`config.mk`:
```
export PLATFORM = sky130hd
export DESIGN_NAME = cond_exec_ctrl_flat
export DESIGN_NICKNAME = d
export VERILOG_FILES = /design/src/rtl/cond_exec_ctrl_pkg.sv /design/src/rtl/cond_exec_ctrl_if.sv /design/src/rtl/cond_exec_ctrl_cond_eval.sv /design/src/rtl/cond_exec_ctrl.sv /design/src/flat_wrapper.sv
export SDC_FILE = /design/constraint.sdc
export NUM_CORES = 1
export LEC_CHECK = 0
export CAP_MARGIN = 10
export CORE_ASPECT_RATIO = 0.9
export CORE_MARGIN = 1
export CORE_UTILIZATION = 40
export CTS_BUF_LIST = sky130_fd_sc_hd__clkbuf_8
export CTS_CLUSTER_SIZE = 24
export DETAILED_ROUTE_END_ITERATION = 7
export GPL_ROUTABILITY_DRIVEN = 0
export GPL_TIMING_DRIVEN = 1
export PLACE_DENSITY = 0.79
export SYNTH_ARGS = -nofsm -noshare
export SYNTH_HDL_FRONTEND = slang
export SYNTH_SLANG_ARGS = --single-unit
```
`constraint.sdc`:
```
create_clock -name clk -period 1.3 [get_ports clk]
set_input_delay 0.195 -clock clk [delete_from_list [all_inputs] [get_ports clk]]
set_output_delay 0.195 -clock clk [all_outputs]
set_load 0.03 [all_outputs]
```
`src/rtl/cond_exec_ctrl_pkg.sv`:
```
// cond_exec_ctrl_pkg: condition codes, controller states and status bit positions
package cond_exec_ctrl_pkg;
   localparam logic [3:0] CC_EQ = 4'b0000;
   localparam logic [3:0] CC_NE = 4'b0001;
   localparam logic [3:0] CC_HS = 4'b0010;
   localparam logic [3:0] CC_LO = 4'b0011;
   localparam logic [3:0] CC_MI = 4'b0100;
   localparam logic [3:0] CC_PL = 4'b0101;
   localparam logic [3:0] CC_VS = 4'b0110;
   localparam logic [3:0] CC_VC = 4'b0111;
   localparam logic [3:0] CC_HI = 4'b1000;
   localparam logic [3:0] CC_LS = 4'b1001;
   localparam logic [3:0] CC_GE = 4'b1010;
   localparam logic [3:0] CC_LT = 4'b1011;
   localparam logic [3:0] CC_GT = 4'b1100;
   localparam logic [3:0] CC_LE = 4'b1101;
   localparam logic [3:0] CC_AL = 4'b1110;
   localparam logic [3:0] CC_NV = 4'b1111;
   typedef enum logic [1:0] {RUN, HOLD, FLUSH} state_e;
   localparam int ST_C = 3;
   localparam int ST_V = 2;
   localparam int ST_N = 1;
   localparam int ST_Z = 0;
endpackage

```
`src/rtl/cond_exec_ctrl_if.sv`:
```
// cond_exec_ctrl_if: ID/EX pipeline control bundle between pipeline (master) and controller (slave)
interface cond_exec_ctrl_if;
   logic       id_valid;
   logic [3:0] id_cond;
   logic       id_set_flags;
   logic       id_is_branch;
   logic       ex_busy;
   logic [3:0] alu_status;
   logic       stall_id;
   logic       ex_en;
   logic       flush;
   logic [3:0] status_reg;
   modport master (
      output id_valid, id_cond, id_set_flags, id_is_branch, ex_busy, alu_status,
      input  stall_id, ex_en, flush, status_reg
   );
   modport slave (
      input  id_valid, id_cond, id_set_flags, id_is_branch, ex_busy, alu_status,
      output stall_id, ex_en, flush, status_reg
   );
endinterface

```
`src/rtl/cond_exec_ctrl_cond_eval.sv`:
```
// cond_eval: combinational condition-code test against the {C,V,N,Z} flags
module cond_eval
   import cond_exec_ctrl_pkg::*;
(
   input  logic [3:0] cond,
   input  logic [3:0] status,
   output logic       pass
);
   logic c, v, n, z;
   assign c = status[ST_C];
   assign v = status[ST_V];
   assign n = status[ST_N];
   assign z = status[ST_Z];
   // decode each condition code; AL and 1111 always pass
   always_comb begin
      pass = 1'b1;
      case (cond)
         CC_EQ:   pass = z;
         CC_NE:   pass = ~z;
         CC_HS:   pass = c;
         CC_LO:   pass = ~c;
         CC_MI:   pass = n;
         CC_PL:   pass = ~n;
         CC_VS:   pass = v;
         CC_VC:   pass = ~v;
         CC_HI:   pass = c & ~z;
         CC_LS:   pass = ~c | z;
         CC_GE:   pass = n == v;
         CC_LT:   pass = n != v;
         CC_GT:   pass = ~z & (n == v);
         CC_LE:   pass = z | (n != v);
         default: pass = 1'b1;
      endcase
   end
endmodule

```
`src/rtl/cond_exec_ctrl.sv`:
```
// cond_exec_ctrl: conditional-execution, flag-hazard stall and branch-flush controller
module cond_exec_ctrl
   import cond_exec_ctrl_pkg::*;
(
   input  logic             clk,
   input  logic             rst,
   cond_exec_ctrl_if.slave  bus
);
   state_e     state_q, state_d;
   logic       ex_valid_q, ex_valid_d;
   logic       ex_pass_q, ex_pass_d;
   logic       ex_set_flags_q, ex_set_flags_d;
   logic [3:0] status_q, status_d;
   logic       pass, needs_flags, hazard, stall, taken;

   cond_eval u_cond (
      .cond   (bus.id_cond),
      .status (status_q),
      .pass   (pass)
   );

   // state register
   always_ff @(posedge clk) begin
      if (rst) state_q <= RUN;
      else     state_q <= state_d;
   end

   // EX stage register and architectural flags
   always_ff @(posedge clk) begin
      if (rst) begin
         ex_valid_q     <= 1'b0;
         ex_pass_q      <= 1'b0;
         ex_set_flags_q <= 1'b0;
         status_q       <= 4'b0000;
      end else begin
         ex_valid_q     <= ex_valid_d;
         ex_pass_q      <= ex_pass_d;
         ex_set_flags_q <= ex_set_flags_d;
         status_q       <= status_d;
      end
   end

   // hazard detection: no forwarding, so a flag reader waits for a live flag setter in EX
   always_comb begin
      needs_flags = bus.id_cond[3:1] != 3'b111;
      hazard      = bus.id_valid & needs_flags & ex_valid_q & ex_pass_q & ex_set_flags_q;
      stall       = ~rst & (state_q != FLUSH) & (hazard | bus.ex_busy);
      taken       = bus.id_valid & bus.id_is_branch & pass & ~stall;
   end

   // next state: a taken branch wins over hold, FLUSH lasts one cycle
   always_comb begin
      state_d = (state_q == FLUSH) ? RUN : taken ? FLUSH : stall ? HOLD : RUN;
   end

   // EX load and flag commit, both frozen while EX is busy
   always_comb begin
      ex_valid_d     = bus.ex_busy ? ex_valid_q : bus.id_valid & ~stall & (state_q != FLUSH);
      ex_pass_d      = bus.ex_busy ? ex_pass_q : pass;
      ex_set_flags_d = bus.ex_busy ? ex_set_flags_q : bus.id_set_flags;
      status_d       = (ex_valid_q & ex_pass_q & ex_set_flags_q & ~bus.ex_busy) ? bus.alu_status : status_q;
   end

   // outputs, forced quiet while reset is held
   always_comb begin
      bus.stall_id   = stall;
      bus.flush      = ~rst & (state_q == FLUSH);
      bus.ex_en      = ~rst & ex_valid_q & ex_pass_q;
      bus.status_reg = status_q;
   end
endmodule
```
`src/flat_wrapper.sv`:
```
// flat-port wrapper written by rule: the top's interface ports become plain ports
module cond_exec_ctrl_flat import cond_exec_ctrl_pkg::*;
  (clk, rst, bus_id_valid, bus_id_cond, bus_id_set_flags, bus_id_is_branch, bus_ex_busy, bus_alu_status, bus_stall_id, bus_ex_en, bus_flush, bus_status_reg);
  cond_exec_ctrl_if bus_i ();
  input  logic clk;
  input  logic rst;
  input wire logic [$bits(bus_i.id_valid)-1:0] bus_id_valid;
  input wire logic [$bits(bus_i.id_cond)-1:0] bus_id_cond;
  input wire logic [$bits(bus_i.id_set_flags)-1:0] bus_id_set_flags;
  input wire logic [$bits(bus_i.id_is_branch)-1:0] bus_id_is_branch;
  input wire logic [$bits(bus_i.ex_busy)-1:0] bus_ex_busy;
  input wire logic [$bits(bus_i.alu_status)-1:0] bus_alu_status;
  output wire logic [$bits(bus_i.stall_id)-1:0] bus_stall_id;
  output wire logic [$bits(bus_i.ex_en)-1:0] bus_ex_en;
  output wire logic [$bits(bus_i.flush)-1:0] bus_flush;
  output wire logic [$bits(bus_i.status_reg)-1:0] bus_status_reg;
  assign bus_i.id_valid = bus_id_valid;
  assign bus_i.id_cond = bus_id_cond;
  assign bus_i.id_set_flags = bus_id_set_flags;
  assign bus_i.id_is_branch = bus_id_is_branch;
  assign bus_i.ex_busy = bus_ex_busy;
  assign bus_i.alu_status = bus_alu_status;
  assign bus_stall_id = bus_i.stall_id;
  assign bus_ex_en = bus_i.ex_en;
  assign bus_flush = bus_i.flush;
  assign bus_status_reg = bus_i.status_reg;
  cond_exec_ctrl u_core (.clk(clk), .rst(rst), .bus(bus_i));
endmodule
```
Yosys cells after proc, flatten, opt, wreduce, memory -nomap -nowiden. Cells that the tools add are included.

Register bits: 9. Input port bits: 14. Output and inout bits: 7. Word-level logic and storage cells: 59.

Eq/ne operators: 18. Mux-type cells: 3. Bitwise operators: 29. Reductions and logical operators: 3.

Operators with widths (count): 4-bit equality test, second input constant (6); 1-bit AND (19); 4-bit by 3-bit equality test with 1-bit output, second input constant (4); 1-bit case mux with 14 select lines (1); 4-bit by 2-bit equality test with 1-bit output, second input constant (2); 1-bit NOT (7); 4-bit by 1-bit equality test with 1-bit output, second input constant (1); 4-bit logical NOT (1); 3-bit inequality test, second input constant (1); 1-bit bitwise OR (3); 3-bit OR reduction (1); 2-bit equality test, second input constant (1); 2-bit two-way mux (1); 2-bit inequality test, second input constant (1); 2-bit OR reduction (1); 1-bit equality test (1); 1-bit two-way mux (1); 1-bit inequality test (1).

Longest topological paths before layout. Gate-level depths: netlist of the first run.

Depth in word-level cells: 10. Gate-level depth with buffers: 5. Depth with buffers taken out: 4.

Cells and area by module. A second synthesis of the first run with hierarchy kept.

Cells, all modules: 62. Area, all modules: 578.1 um^2.

By module, submodules not included: cond_exec_ctrl (instances 1, cells an instance 39, area an instance 412.9 um^2, seq. area each 180.2 um^2); cond_eval (instances 1, cells an instance 23, area an instance 165.2 um^2, seq. area each 0.0 um^2).

Worst setup path after synthesis of the first run. Ideal clock, no wire load.

Path kind: register to register. Start: reg u_core.status_q[1] (netlist: u_core.bus.status_reg[1]). End: reg u_core.ex_pass_q. Library setup time: 0.142 ns. Data arrival time: 1.371 ns. Required time: 1.158 ns. Slack: -0.213 ns. Stages on the path, launching flop included: 5. Buffers on the path: 0. Period minus slack after synthesis: 1.513 ns. Cell sequence: dfxtp_1 -> xor2_1 -> and3_1 -> o311ai_1 -> a311oi_2.

Word-level cells in the longest chain between the ends: 3. Elaborated cells on any way between the ends: 6. Those cells by class: eq/ne: 2; mux: 1; bitwise: 3.

Ends and longest elaborated chain: start: declaration (RTL line cond_exec_ctrl.sv:13) `logic [3:0] status_q, status_d;`; start signal: assignment (RTL line cond_exec_ctrl.sv:39) `status_q <= status_d;`; 1-bit inequality test / 1-bit equality test (equally long branches); 1-bit bitwise OR / 1-bit AND (equally long branches) (RTL line cond_exec_ctrl_cond_eval.sv:31, cond_exec_ctrl_cond_eval.sv:30); 1-bit case mux with 14 select lines (*) (RTL line cond_exec_ctrl_cond_eval.sv:17) `case (cond)`; end signal: assignment (RTL line cond_exec_ctrl.sv:37) `ex_pass_q <= ex_pass_d;`; end: declaration (RTL line cond_exec_ctrl.sv:11) `logic ex_pass_q, ex_pass_d;`.

Every way passes the cells marked *; elsewhere a longest branch is shown, timed or not. A chain may end at the register's enable or synchronous reset.

Final worst setup path of the first run.
Start: reg u_core.ex_valid_q. End: out bus_stall_id.

Word-level cells in the longest chain between the ends: 5.

Ends and longest elaborated chain: start: declaration (RTL line cond_exec_ctrl.sv:10) `logic ex_valid_q, ex_valid_d;`; start signal: assignment (RTL line cond_exec_ctrl.sv:36) `ex_valid_q <= ex_valid_d;`; 1-bit AND (3 in series) (RTL line cond_exec_ctrl.sv:46) `hazard = bus.id_valid & needs_flags & ex_valid_q & ex_pass_q & ex_set_flags_q;`; 1-bit bitwise OR (RTL line cond_exec_ctrl.sv:47) `stall = ~rst & (state_q != FLUSH) & (hazard | bus.ex_busy);`; 1-bit AND (RTL line cond_exec_ctrl.sv:47); end: declaration (RTL line flat_wrapper.sv:13) `output wire logic [$bits(bus_i.stall_id)-1:0] bus_stall_id;`.

No other way between the ends.

==> out/results.md, run 1 <==
CTS
• **total of hold buffers inserted after clock tree synthesis** 0
• **CTS tree** done
• **buffer cell driving the clock tree root** sky130_fd_sc_hd__clkbuf_8
• **worst-skew pair later-pin latency** 0.24 ns
• **CTS Buffer Depth** 2
• **Num CTS Buffers** 3
• **CTS H-tree lvls** 1
• **TritonCTS sink count** 9
• **clock slew seen by the registers of the worst setup and hold paths** 0.05 ns

Status
• **violations in the final reports** negative setup slack
• **run status** finished with violations

Detailed routing
• **DR WL/cell** 15.2 µm
• **wire length reported by the detailed router** 1790 µm
• **DRC Markers** 0
• **Starting DRT DRC Count** 23
• **Routed Antenna Nets** 0
• **vias per inst** 5.44
• **via count** 642
• **number of detailed-route iterations in the first pass** 4

STA
• **unrepaired setup endpoints after global routing** yes
• **final number of max-transition violations** 0
• **min setup slack post-route** -0.0640 ns
• **final worst clock skew** 0.000368 ns
• **measured slew at the worst slew-check pin** 0.351 ns
• **relative slew slack** 76.5%
• **highest clock frequency the design can meet** 0.733 GHz
• **final period utilization** 105%
• **final-report hold violation count** 0
• **shortest clock period the worst path allows after layout** 1.36 ns
• **final setup vio count** 2

Pwr
• **Leakage** 0.497 nW
• **net switching power of the design** 0.000204 W
• **ratio of total power to cell area** 751 nW/µm²
• **portion of total power attributed to combinational logic** 22.0%
• **switch share** 25.7%
• **Internal Dissipation** 0.000589 W
• **sequential fraction of design power** 36.4%
• **Clock Power Share** 41.6%
• **Peak VDD IR** 0.000674 V
• **Tot Pwr** 0.000793 W

Setup path
• **crit path capture type** output pin
• **Worst Path Required** 1.11 ns
• **data arrival at the endpoint of the critical path** 1.17 ns
• **category of the most critical setup path** reg -> out
• **Max Fanout on Critical Path** 2
• **startpoint kind of the worst setup timing path** flop

Global routing
• **maximum number of pins on one net before global-route repair** 12
• **Total GRT Usage** 23.6%
• **met3 Resource Use GR** 10.4%
• **GRT met2 Usage** 36.3%
• **GRT Max-Usage Layer** met2
• **number of antenna violations at the first check in global routing** 0
• **global-route met1 utilization** 30.0%
• **Overflow after GRT** 0
• **via count of the first global-routing pass** 578
• **first-pass GRT wire length** 2620 µm

Synthesis
• **distinct cell type count of the synthesized netlist** 31
• **mean area per synthesized cell** 8.54 µm²
• **sequential cell area fraction in the yosys report** 31.0%
• **Gate Count Post-Synth** 68
• **flop and latch count out of synthesis** 9
• **Warnings, synthesis** 0
• **cell area after synthesis** 581 µm²
• **post-synthesis net count** 82

Finish
• **area taken by flip-flops and latches** 194 µm²
• **area grow syn2layout** 81.9%
• **fin nets** 119
• **Fillers** 89
• **share of final-layout standard cells stronger than drive strength 1** 43.3%
• **area occupied by multi-input gates** 462 µm²
• **flip-flop count of the largest register after layout** 4
• **Diodes inserted** 0

Placement
• **PortBufs** 20
• **post-DP HPWL** 1100 µm
• **DP Worst Slack** -0.613 ns

Run
• **max-cap violation count** 0

Floorplan
• **I/O Pins** 21
• **Total Die Area** 1610 µm²
• **effective utilization at floorplan** 45.0%
• **die height** 38.1 µm
• **Core Box Area** 1290 µm²
• **overall die width** 42.2 µm
• **Placement Rows** 12

Worst hold path
• **Hold/Removal Path Class** in -> reg

==> routing by layer <==
layer | wire length (µm) | share of wire, % | vias up
li1 | - | - | 313
met1 | 793 | 44 | 302
met2 | 871 | 49 | 25
met3 | 114 | 6.4 | 2
met4 | 10 | 0.56 | 0
met5 | 0 | 0 | -
==> synth_stat cells <==
master,number,share of area [%]
sky130_fd_sc_hd__a2111oi_0,1,1.5
sky130_fd_sc_hd__a21oi_1,2,1.7
sky130_fd_sc_hd__a311oi_2,1,2.6
sky130_fd_sc_hd__a31oi_1,1,1.1
sky130_fd_sc_hd__and2_1,1,1.1
sky130_fd_sc_hd__and3_1,2,2.2
sky130_fd_sc_hd__and4b_1,1,1.7
sky130_fd_sc_hd__buf_4,2,2.6
sky130_fd_sc_hd__clkbuf_1,1,0.65
sky130_fd_sc_hd__clkbuf_2,1,0.86
sky130_fd_sc_hd__dfxtp_1,9,31
sky130_fd_sc_hd__inv_1,4,2.6
sky130_fd_sc_hd__mux2i_1,8,14
sky130_fd_sc_hd__nand2_1,3,1.9
sky130_fd_sc_hd__nand2b_1,2,2.2
sky130_fd_sc_hd__nand3_1,1,0.86
sky130_fd_sc_hd__nand4_1,1,1.1
sky130_fd_sc_hd__nand4bb_1,1,1.9
sky130_fd_sc_hd__nor2_1,9,5.8
sky130_fd_sc_hd__nor2b_1,4,4.3
sky130_fd_sc_hd__nor3_1,3,2.6
sky130_fd_sc_hd__nor3b_1,1,1.3
sky130_fd_sc_hd__nor4b_1,1,1.5
sky130_fd_sc_hd__nor4bb_1,1,1.7
sky130_fd_sc_hd__o211a_1,1,1.7
sky130_fd_sc_hd__o21ai_0,1,0.86
sky130_fd_sc_hd__o221ai_1,1,1.5
sky130_fd_sc_hd__o311ai_1,1,1.5
sky130_fd_sc_hd__o32ai_1,1,1.5
sky130_fd_sc_hd__xor2_1,1,1.5
sky130_fd_sc_hd__xor2_2,1,2.8
==> cells by family (layout without fill, tap and decap cells) <==
family | Yosys count | in the layout | share of synthesized area [%]
AO/OA/AOI/OAI | 10 | 10 | 14.0
XOR/XNOR | 2 | 2 | 4.31
buffers and inverters | 8 | 44 | 6.68
flip-flops | 9 | 9 | 31.0
multiplexers | 8 | 8 | 13.8
AND/OR/NAND/NOR | 31 | 31 | 30.2
==> layout by cell type, fill, tap and decap left out, drive strengths merged, types with 2 or more instances in the layout <==
cell type,n
a21oi,2
and3,2
buf,19
clkbuf,4
clkdlybuf4s50,8
dfxtp,9
dlygate4sd2,7
inv,4
mux2i,8
nand2,3
nand2b,2
nor2,9
nor2b,4
nor3,3
xor2,2
==> worst paths after layout <==
path / start / endpoint / slack (ns) / cells past startpoint
worst max-delay path: u_core.ex_valid_q / bus_stall_id / -0.06 / 4
worst min-delay path: rst / u_core.ex_pass_q / 0.34 / 3
worst max register to register: u_core.bus.status_reg[2] / u_core.ex_pass_q / -0.02 / 4
worst min register to register: u_core.ex_set_flags_q / u_core.ex_set_flags_q / 0.51 / 2
==> metrics by stage <==
stage          std cells  utilization, %  setup TNS, ns  instance area, µm²  hold slack [ns]
2_1_floorplan         68               -              0                 603            0.326
3_3_place_gp         110            68.3          -2.15                 882            0.473
3_5_place_dp         110            68.3          -2.42                 882            0.498
4_1_cts              116            79.2        -0.0716                1020            0.516
5_1_grt              118            81.8         -0.224                1060            0.347
6_report             118            81.8        -0.0888                1060            0.341
==> cell type report <==
type | instances | area share [%]
inverters | 4 | 1.42
multi-input cells | 51 | 43.7
clock inverters | 1 | 0.474
repair buffers | 36 | 30.5
flip-flops and latches | 9 | 18.4
well taps | 14 | 1.66
clock buffers | 3 | 3.91
==> worst max-delay path, stage by stage, from the launching register on <==
cell                      delay (ns)
sky130_fd_sc_hd__dfxtp_2        0.31
sky130_fd_sc_hd__and3_4         0.18
sky130_fd_sc_hd__a31oi_2        0.22
sky130_fd_sc_hd__nor3_2         0.06
sky130_fd_sc_hd__buf_4          0.16
==> timing repair <==
| action | 4_1_cts | 5_1_grt |
|---|---|---|
| gates cloned | 1 | 0 |
| setup endpoints to repair | 9 | 8 |
| setup buffers | 1 | 2 |
| gates resized for setup | 34 | 8 |
| pin swaps | 3 | 4 |
==> power by group through the flow <==
| stage | combinational (W) | clock [W] | sequential (W) |
|---|---|---|---|
| floorplan | 0.0000689 | 0 | 0.000290 |
| global placement | 0.000146 | 0 | 0.000290 |
| detailed placement | 0.000148 | 0 | 0.000291 |
| CTS | 0.000163 | 0.000330 | 0.000287 |
| global route | 0.000186 | 0.000351 | 0.000288 |
| finish | 0.000174 | 0.000330 | 0.000288 |
No activity file was read; power rests on OpenSTA's default activity.
==> run 2: changes to the inputs <==
--- a/config.mk
+++ b/config.mk
@@ -5,16 +5,17 @@
 export SDC_FILE = /design/constraint.sdc
 export NUM_CORES = 1
 export LEC_CHECK = 0
+export ABC_CLOCK_PERIOD_IN_PS = 1300
 export CAP_MARGIN = 10
 export CORE_ASPECT_RATIO = 0.9
 export CORE_MARGIN = 1
-export CORE_UTILIZATION = 40
+export CORE_UTILIZATION = 35
 export CTS_BUF_LIST = sky130_fd_sc_hd__clkbuf_8
 export CTS_CLUSTER_SIZE = 24
 export DETAILED_ROUTE_END_ITERATION = 7
 export GPL_ROUTABILITY_DRIVEN = 0
 export GPL_TIMING_DRIVEN = 1
-export PLACE_DENSITY = 0.79
+export PLACE_DENSITY = 0.71
 export SYNTH_ARGS = -nofsm -noshare
 export SYNTH_HDL_FRONTEND = slang
 export SYNTH_SLANG_ARGS = --single-unit
==> run 2 against run 1 <==
- core utilization down 6.8 points
- sequential power is essentially flat
- count of clock-buffer cells in the layout did not move
- routed wire length grew 11%
- cell area is 6.3% higher
- sequential cell count stayed put
- the run still ends with negative setup slack left
==> out/results.md, run 2 (synthesized netlist as in run 1, its figures left out) <==
STA
• **relative slew slack** 74.9%
• **WHS** 0.349 ns
• **measured slew at the worst slew-check pin** 0.376 ns
• **final-report hold violation count** 0
• **final period utilization** 104%
• **min setup slack post-route** -0.0518 ns
• **final worst clock skew** 0.000277 ns
• **shortest clock period the worst path allows after layout** 1.35 ns
• **unrepaired setup endpoints after global routing** yes
• **final setup vio count** 2
• **final number of max-transition violations** 0
• **highest clock frequency the design can meet** 0.740 GHz

Setup path
• **Max Fanout on Critical Path** 3
• **data arrival at the endpoint of the critical path** 1.16 ns
• **largest incremental delay on the critical path** 0.35 ns
• **crit path capture type** output pin
• **gate family responsible for the most delay along the worst path** flip-flops
• **category of the most critical setup path** reg -> out
• **slowest stage cell on the critical path** sky130_fd_sc_hd__dfxtp_2
• **startpoint kind of the worst setup timing path** flop
• **series of cell instances along the critical path** and3_4 > a31oi_4 > nor3_2 > buf_4
• **Worst Path Required** 1.11 ns
• **count of buffering cells on the critical path with inverters included** 1

Finish
• **share of final-layout standard cells stronger than drive strength 1** 48.1%
• **flip-flop count of the largest register after layout** 4
• **most frequent cells in the layout** sky130_fd_sc_hd__buf_4 (13), sky130_fd_sc_hd__nor2_1 (9), sky130_fd_sc_hd__clkdlybuf4s50_1 (8)
• **area occupied by multi-input gates** 483 µm²
• **area grow syn2layout** 93.3%
• **most common library cell in the layout ignoring fill and taps** sky130_fd_sc_hd__buf_4
• **Fillers** 106
• **fin nets** 121
• **Diodes inserted** 0
• **area taken by flip-flops and latches** 195 µm²
• **final std cells w/o fill** 128

Detailed routing
• **wire length reported by the detailed router** 1990 µm
• **Starting DRT DRC Count** 4
• **via count** 670
• **DRC Markers** 0
• **Routed Antenna Nets** 0
• **vias per inst** 5.23
• **number of detailed-route iterations in the first pass** 4
• **DR WL/cell** 15.6 µm

Global routing
• **maximum number of pins on one net before global-route repair** 12
• **number of antenna violations at the first check in global routing** 0
• **first-pass GRT wire length** 2550 µm
• **Total GRT Usage** 19.9%
• **via count of the first global-routing pass** 598
• **Overflow after GRT** 0

Run
• **max-cap violation count** 0

Worst hold path
• **Hold/Removal Path Class** in -> reg

CTS
• **TritonCTS sink count** 9
• **worst-skew pair later-pin latency** 0.23 ns
• **Num CTS Buffers** 3
• **CTS tree** done
• **buffer cell driving the clock tree root** sky130_fd_sc_hd__clkbuf_8
• **CTS Buffer Depth** 2
• **CTS H-tree lvls** 1
• **total of hold buffers inserted after clock tree synthesis** 0
• **clock slew seen by the registers of the worst setup and hold paths** 0.05 ns

Pwr
• **net switching power of the design** 0.000209 W
• **Internal Dissipation** 0.000597 W
• **Clock Power Share** 40.2%
• **Leakage** 0.512 nW
• **portion of total power attributed to combinational logic** 23.9%
• **ratio of total power to cell area** 719 nW/µm²
• **sequential fraction of design power** 35.9%
• **switch share** 26.0%
• **Peak VDD IR** 0.000735 V

Floorplan
• **Placement Rows** 13
• **overall die width** 44.9 µm
• **effective utilization at floorplan** 38.8%
• **die height** 40.6 µm
• **Total Die Area** 1830 µm²
• **Core Box Area** 1500 µm²
• **I/O Pins** 21

Status
• **run status** finished with violations
• **violations in the final reports** negative setup slack

Placement
• **post-placement cell count** 117
• **PortBufs** 20
• **post-DP HPWL** 1140 µm

==> run 2: through the flow <==
stage	setup slack [ns]	area, µm²	utilization, %	total power, W	TNS, ns
global placement	-0.600	885	59.1	0.000434	-2.34
CTS	-0.0484	1020	68.2	0.000787	-0.119
floorplan	0.00255	603	-	0.000359	0
finish	-0.0518	1120	75.0	0.000807	-0.103
global route	-0.112	1120	75.0	0.000848	-0.351
detailed placement	-0.610	885	59.1	0.000437	-2.44
==> run 2: worst reg2reg max path: cells and delay by family (launching register included) <==
family / cells / cell delay (ns)
flops: 1 / 0.40
xor+xnor: 1 / 0.20
compound gates: 3 / 0.65
==> run 2: repair_timing <==
item                       4_1_cts  5_1_grt
setup endpoints to repair        9        6
pin swaps                        7        5
gates cloned                     1        0
resized for setup               31       16
hold endpoints to repair         0        0
buffers inserted                 3        3
==> run 2: final timing paths <==
check	from	end	slack [ns]	cells after the start
max	u_core.ex_pass_q	bus_stall_id	-0.05	4
min	rst	u_core.ex_valid_q	0.35	3
max reg2reg	u_core.bus.status_reg[1]	u_core.ex_pass_q	-0.04	4
min reg2reg	u_core.ex_set_flags_q	u_core.ex_set_flags_q	0.49	2
==> run 2: cell type report <==
cell class	instances	share of cell area [%]
multi-input cells	51	43.0
repair buffers	38	31.7
well taps	22	2.45
flip-flops and latches	9	17.4
inverters	4	1.34
clock buffers	3	3.68
clock inverters	1	0.446
==> run 2: layer usage <==
layer | share of wire [%] | global-route usage [%] | vias to the layer above
met2 | 52 | 36.6 | 19
met4 | 0.25 | 2.27 | 0
met3 | 3.9 | 5.29 | 2
li1 | - | - | 322
met5 | 0 | 0 | -
met1 | 43 | 24.1 | 327
==> run 2: power groups by stage <==
stage,sequential (W),clock [W],combinational [W]
6_report,0.000290,0.000324,0.000193
5_1_grt,0.000290,0.000354,0.000204
2_1_floorplan,0.000290,0,0.0000689
4_1_cts,0.000288,0.000333,0.000166
3_5_place_dp,0.000291,0,0.000146
3_3_place_gp,0.000291,0,0.000143
==> run 3: changes to the inputs <==
==> constraint.sdc (replaced) <==
create_clock -name clk -period 1.3 [get_ports clk]
set_input_delay 0.13 -clock clk [delete_from_list [all_inputs] [get_ports clk]]
set_output_delay 0.13 -clock clk [all_outputs]
set_load 0.03 [all_outputs]
==> run 3 against run 2 <==
- fmax up 2.5%
- cell count down 0.78%
- clock power down 2%
- the run still ends with negative setup slack left
==> out/results.md, run 3 (synthesized netlist as in run 1, its figures left out) <==
Global routing
• **maximum number of pins on one net before global-route repair** 12
• **via count of the first global-routing pass** 580
• **Overflow after GRT** 0
• **number of antenna violations at the first check in global routing** 0
• **first-pass GRT wire length** 2700 µm
• **Total GRT Usage** 22.0%

STA
• **final setup vio count** 2
• **unrepaired setup endpoints after global routing** yes
• **highest clock frequency the design can meet** 0.758 GHz
• **min setup slack post-route** -0.0187 ns
• **measured slew at the worst slew-check pin** 0.298 ns
• **final number of max-transition violations** 0
• **final setup TNS** -0.0267 ns
• **shortest clock period the worst path allows after layout** 1.32 ns
• **final worst clock skew** 0.00190 ns
• **final-report hold violation count** 0
• **final period utilization** 101%
• **relative slew slack** 80.2%

Setup path
• **launch point of the worst path** u_core.bus.status_reg[2]
• **startpoint kind of the worst setup timing path** flop
• **Reg2Reg Launch Point** u_core.bus.status_reg[2]
• **crit path capture type** flop
• **Max Fanout on Critical Path** 6
• **data arrival at the endpoint of the critical path** 1.41 ns
• **category of the most critical setup path** reg -> reg
• **Worst Path Required** 1.39 ns
• **flop-to-flop setup slack** -0.02 ns

CTS
• **clock slew seen by the registers of the worst setup and hold paths** 0.05 ns
• **CTS Buffer Depth** 2
• **total of hold buffers inserted after clock tree synthesis** 0
• **buffer cell driving the clock tree root** sky130_fd_sc_hd__clkbuf_8
• **CTS tree** done
• **Num CTS Buffers** 3
• **TritonCTS sink count** 9
• **CTS H-tree lvls** 1
• **worst-skew pair later-pin latency** 0.23 ns

Detailed routing
• **number of detailed-route iterations in the first pass** 4
• **wire length reported by the detailed router** 1740 µm
• **via count** 641
• **DR WL/cell** 13.7 µm
• **Starting DRT DRC Count** 14
• **vias per inst** 5.05
• **Routed Antenna Nets** 0
• **DRC Markers** 0

Finish
• **flip-flop count of the largest register after layout** 4
• **area grow syn2layout** 86.4%
• **most frequent cells in the layout** sky130_fd_sc_hd__buf_4 (13), sky130_fd_sc_hd__nor2_1 (9), sky130_fd_sc_hd__clkdlybuf4s50_1 (9)
• **share of final-layout standard cells stronger than drive strength 1** 43.8%
• **fin nets** 120
• **final instance area** 1080 µm²
• **utilization of the core after routing** 72.3%
• **most common library cell in the layout ignoring fill and taps** sky130_fd_sc_hd__buf_4
• **Diodes inserted** 0
• **Fillers** 122

Status
• **violations in the final reports** negative setup slack
• **run status** finished with violations

Placement
• **placed standard-cell area** 900 µm²
• **PortBufs** 20
• **post-DP HPWL** 1100 µm
• **DP Worst Slack** -0.482 ns

Floorplan
• **I/O Pins** 21
• **Total Die Area** 1830 µm²
• **Placement Rows** 13
• **effective utilization at floorplan** 38.8%
• **die height** 40.6 µm
• **Core Box Area** 1500 µm²
• **overall die width** 44.9 µm

Run
• **max-cap violation count** 0

Worst hold path
• **Hold/Removal Path Class** in -> reg
• **Worst Hold Launch** bus_id_is_branch

Pwr
• **Peak VDD IR** 0.000707 V
• **Leakage** 0.498 nW
• **ratio of total power to cell area** 725 nW/µm²

[run 3: cell count changes in the layout (fill, tap and decap cells not counted), sizes merged]
cell           delta
dlymetal6s2s      -1
buf               -1
dlygate4sd2       +1
clkdlybuf4s15     -1
clkdlybuf4s50     +1
[run 3: path summary, 6_finish.rpt]
kind	endpoint	depth (start not counted)
worst max-delay path	u_core.ex_pass_q	4
worst min-delay path	u_core.state_q[1]	3
worst max register to register	u_core.ex_pass_q	4
worst min register to register	u_core.ex_set_flags_q	2
[run 3: final cells by class]
type	instances	area (µm²)	share of cell area [%]
repair buffers	37	324	29.9
well taps	22	27.5	2.54
multi-input cells	51	477	44.0
inverters	4	15.0	1.39
clock buffers	3	41.3	3.82
clock inverters	1	5.00	0.462
flip-flops and latches	9	193	17.8
[run 3: stage by stage]
stage	hold WS (ns)	instances	power [W]
2_1_floorplan	0.261	68	0.000359
3_3_place_gp	0.480	119	0.000434
3_5_place_dp	0.491	119	0.000436
4_1_cts	0.463	127	0.000777
5_1_grt	0.470	127	0.000833
6_report	0.468	127	0.000785
[run 3: critical path: stages (launching register included)]
cell,delay [ns]
sky130_fd_sc_hd__dfxtp_4,0.37
sky130_fd_sc_hd__xor2_2,0.19
sky130_fd_sc_hd__and3_4,0.19
sky130_fd_sc_hd__o311ai_4,0.29
sky130_fd_sc_hd__a311oi_2,0.13
[run 3: timing repair]
item / CTS / global route
cloned: 2 / 0
pin swaps: 4 / 2
setup buffers: 2 / 0
gates resized for setup: 29 / 10
endpoints found under the setup margin: 8 / 5
[run 3: report_power, final]
group	total, W	switching, W	internal (W)
Clock	0.000317	0.000108	0.000209
Combinational	0.000179	0.0000796	0.0000994
Sequential	0.000289	0.00000673	0.000283
Total	0.000785	0.000194	0.000591
[run 3: layer usage]
layer | vias up | wire [µm] | GRT usage [%]
met5 | - | 0 | 0
met4 | 0 | 14 | 6.82
met3 | 2 | 51 | 8.37
met2 | 18 | 876 | 39.5
met1 | 306 | 798 | 24.5
li1 | 315 | - | -
==> RTL edit (config.mk and constraints of run 2) <==
Make the reset (`rst`) asynchronous in 2 clocked blocks.
--- a/src/rtl/cond_exec_ctrl.sv
+++ b/src/rtl/cond_exec_ctrl.sv
@@ -21,5 +21,5 @@
 
    // state register
-   always_ff @(posedge clk) begin
+   always_ff @(posedge clk or posedge rst) begin
       if (rst) state_q <= RUN;
       else     state_q <= state_d;
@@ -27,5 +27,5 @@
 
    // EX stage register and architectural flags
-   always_ff @(posedge clk) begin
+   always_ff @(posedge clk or posedge rst) begin
       if (rst) begin
          ex_valid_q     <= 1'b0;
Check against the original RTL: differs if rst is asserted again (counterexample within 4 cycles, from zero or initial values and one cycle with rst high); with rst held inactive, the same outputs for 10 cycles.
==> RTL edit against run 2 <==
- the flow still finishes with violations (setup timing)
- worst setup slack got worse by 0.059 ns
- synthesized area fell by 3.0%
- cell area fell by 8.2%
- critical endpoint is now u_core.state_q[1]
- via count fell by 15%
- sequential cell count did not move
- wire length fell by 29%
Power is not compared: it rests on default switching activity, and its combinational part moved more than twofold at a synthesized area within 25%.
==> RTL edit: results (changes against run 2) <==
Yosys
  • Synthesized net count: 70 (was 82)
  • Top cells by count, synth: dfrtp_1, mux2_2, nor2_1 (was dfxtp_1, nor2_1, mux2i_1)
  • Synth async-reset ratio: 100% (was 0%)
  • Post-Synthesis Cells: 56 (was 68)
  • Synth cell types: 28 (was 31)
  • Top FF cell, synth: dfrtp_1 (was dfxtp_1)
  • Sequential area share after synthesis: 40.0% (was 31.0%)
  • Xor/xnor share of the synthesized area: 6.22% (was 4.31%)

Drt
  • Drt pass-1 iters: 2 (was 4)
  • Drt initial violations: 2 (was 4)
  • Routed WL per cell: 11.8 um (was 15.6 um)
  • Metal3 WL: 59 um (was 78 um)

Outcome
  • Status: finished, violations left (unchanged)
  • Failing checks: setup timing (unchanged)

Worst setup path
  • Crit-path max FO: 5 (was 3)
  • Delay of the slowest critical-path stage: 0.44 ns (was 0.35 ns)
  • RR Startpoint: u_core.bus.status_reg[2] (was u_core.bus.status_reg[1])

Placement
  • Place WS: -0.652 ns (was -0.610 ns)
  • Hpwl dp: 1030 um (was 1140 um)
  • Cells after DPL: 115 (was 117)

Global routing
  • Number of global-route vias before repair: 534 (was 598)
  • GR Util met2: 33.1% (was 36.6%)

Hold path
  • Hold crit path type: in2async (was in2reg)

Cells and area
  • Share of layout cells above drive strength 1: 46.5% (was 48.1%)

Clock tree
  • # Post-CTS Setup Buffers: 1 (was 3)
  • Post-CTS Resized: 17 (was 31)

Timing
  • Setup WS post-layout: -0.111 ns (was -0.0518 ns)
  • Worst Skew: 0.000200 ns (was 0.000277 ns)
  • Rel. slew slack: 80.1% (was 74.9%)
  • Final Setup Violations: 3 (was 2)
RTL edit: changes by cell type after synthesis, moves of 3 or more:
cell,change
nor3_1,-3
xnor2_1,+3
dfxtp_1,-9
nor2_1,-4
mux2i_1,-5
mux2_2,+5
dfrtp_1,+9
RTL edit: power groups by stage:
stage | logic (mW) | registers, mW | clock network (mW)
finish | 0.670 | 0.438 | 0.318
CTS | 0.665 | 0.435 | 0.330
detailed placement | 0.671 | 0.439 | 0
global route | 0.723 | 0.450 | 0.346
global placement | 0.662 | 0.437 | 0
floorplan | 0.268 | 0.543 | 0
RTL edit: worst paths after layout:
path / end / slack, ns / depth (start not counted)
setup / recovery: u_core.state_q[1] / -0.11 / 4
setup reg to reg: u_core.state_q[1] / -0.11 / 4
min in group clk: u_core.state_q[0] / 0.48 / 5
max in group asynchronous: u_core.bus.status_reg[2] / 0.95 / 4
hold reg to reg: u_core.bus.status_reg[3] / 0.58 / 1
hold / removal: u_core.state_q[0] / 0.20 / 4
RTL edit: cell type report:
type | count | area (um^2)
Fill cell | 114 | 450
Sequential cell | 9 | 226
Tap cell | 22 | 27.5
Inverter | 4 | 15.0
Multi-Input combinational cell | 42 | 357
Clock inverter | 1 | 3.75
Clock buffer | 3 | 41.3
Timing Repair Buffer | 40 | 359
RTL edit: critical path, delay by kind of cell, from the launching register on:
kind	cells	cell delay (ns)
xor gates and xnor gates	1	0.15
DFF	1	0.44
AOI/OAI and AO/OA	3	0.70
RTL edit: through the flow:
step	instance area (um^2)	hold WS, ns	setup TNS (ns)
3_5_place_dp	912	0.541	-2.78
6_report	1030	0.196	-0.282
5_1_grt	1030	0.208	-0.523
2_1_floorplan	564	0.0363	-0.144
4_1_cts	983	0.189	-0.514
3_3_place_gp	912	0.550	-2.64
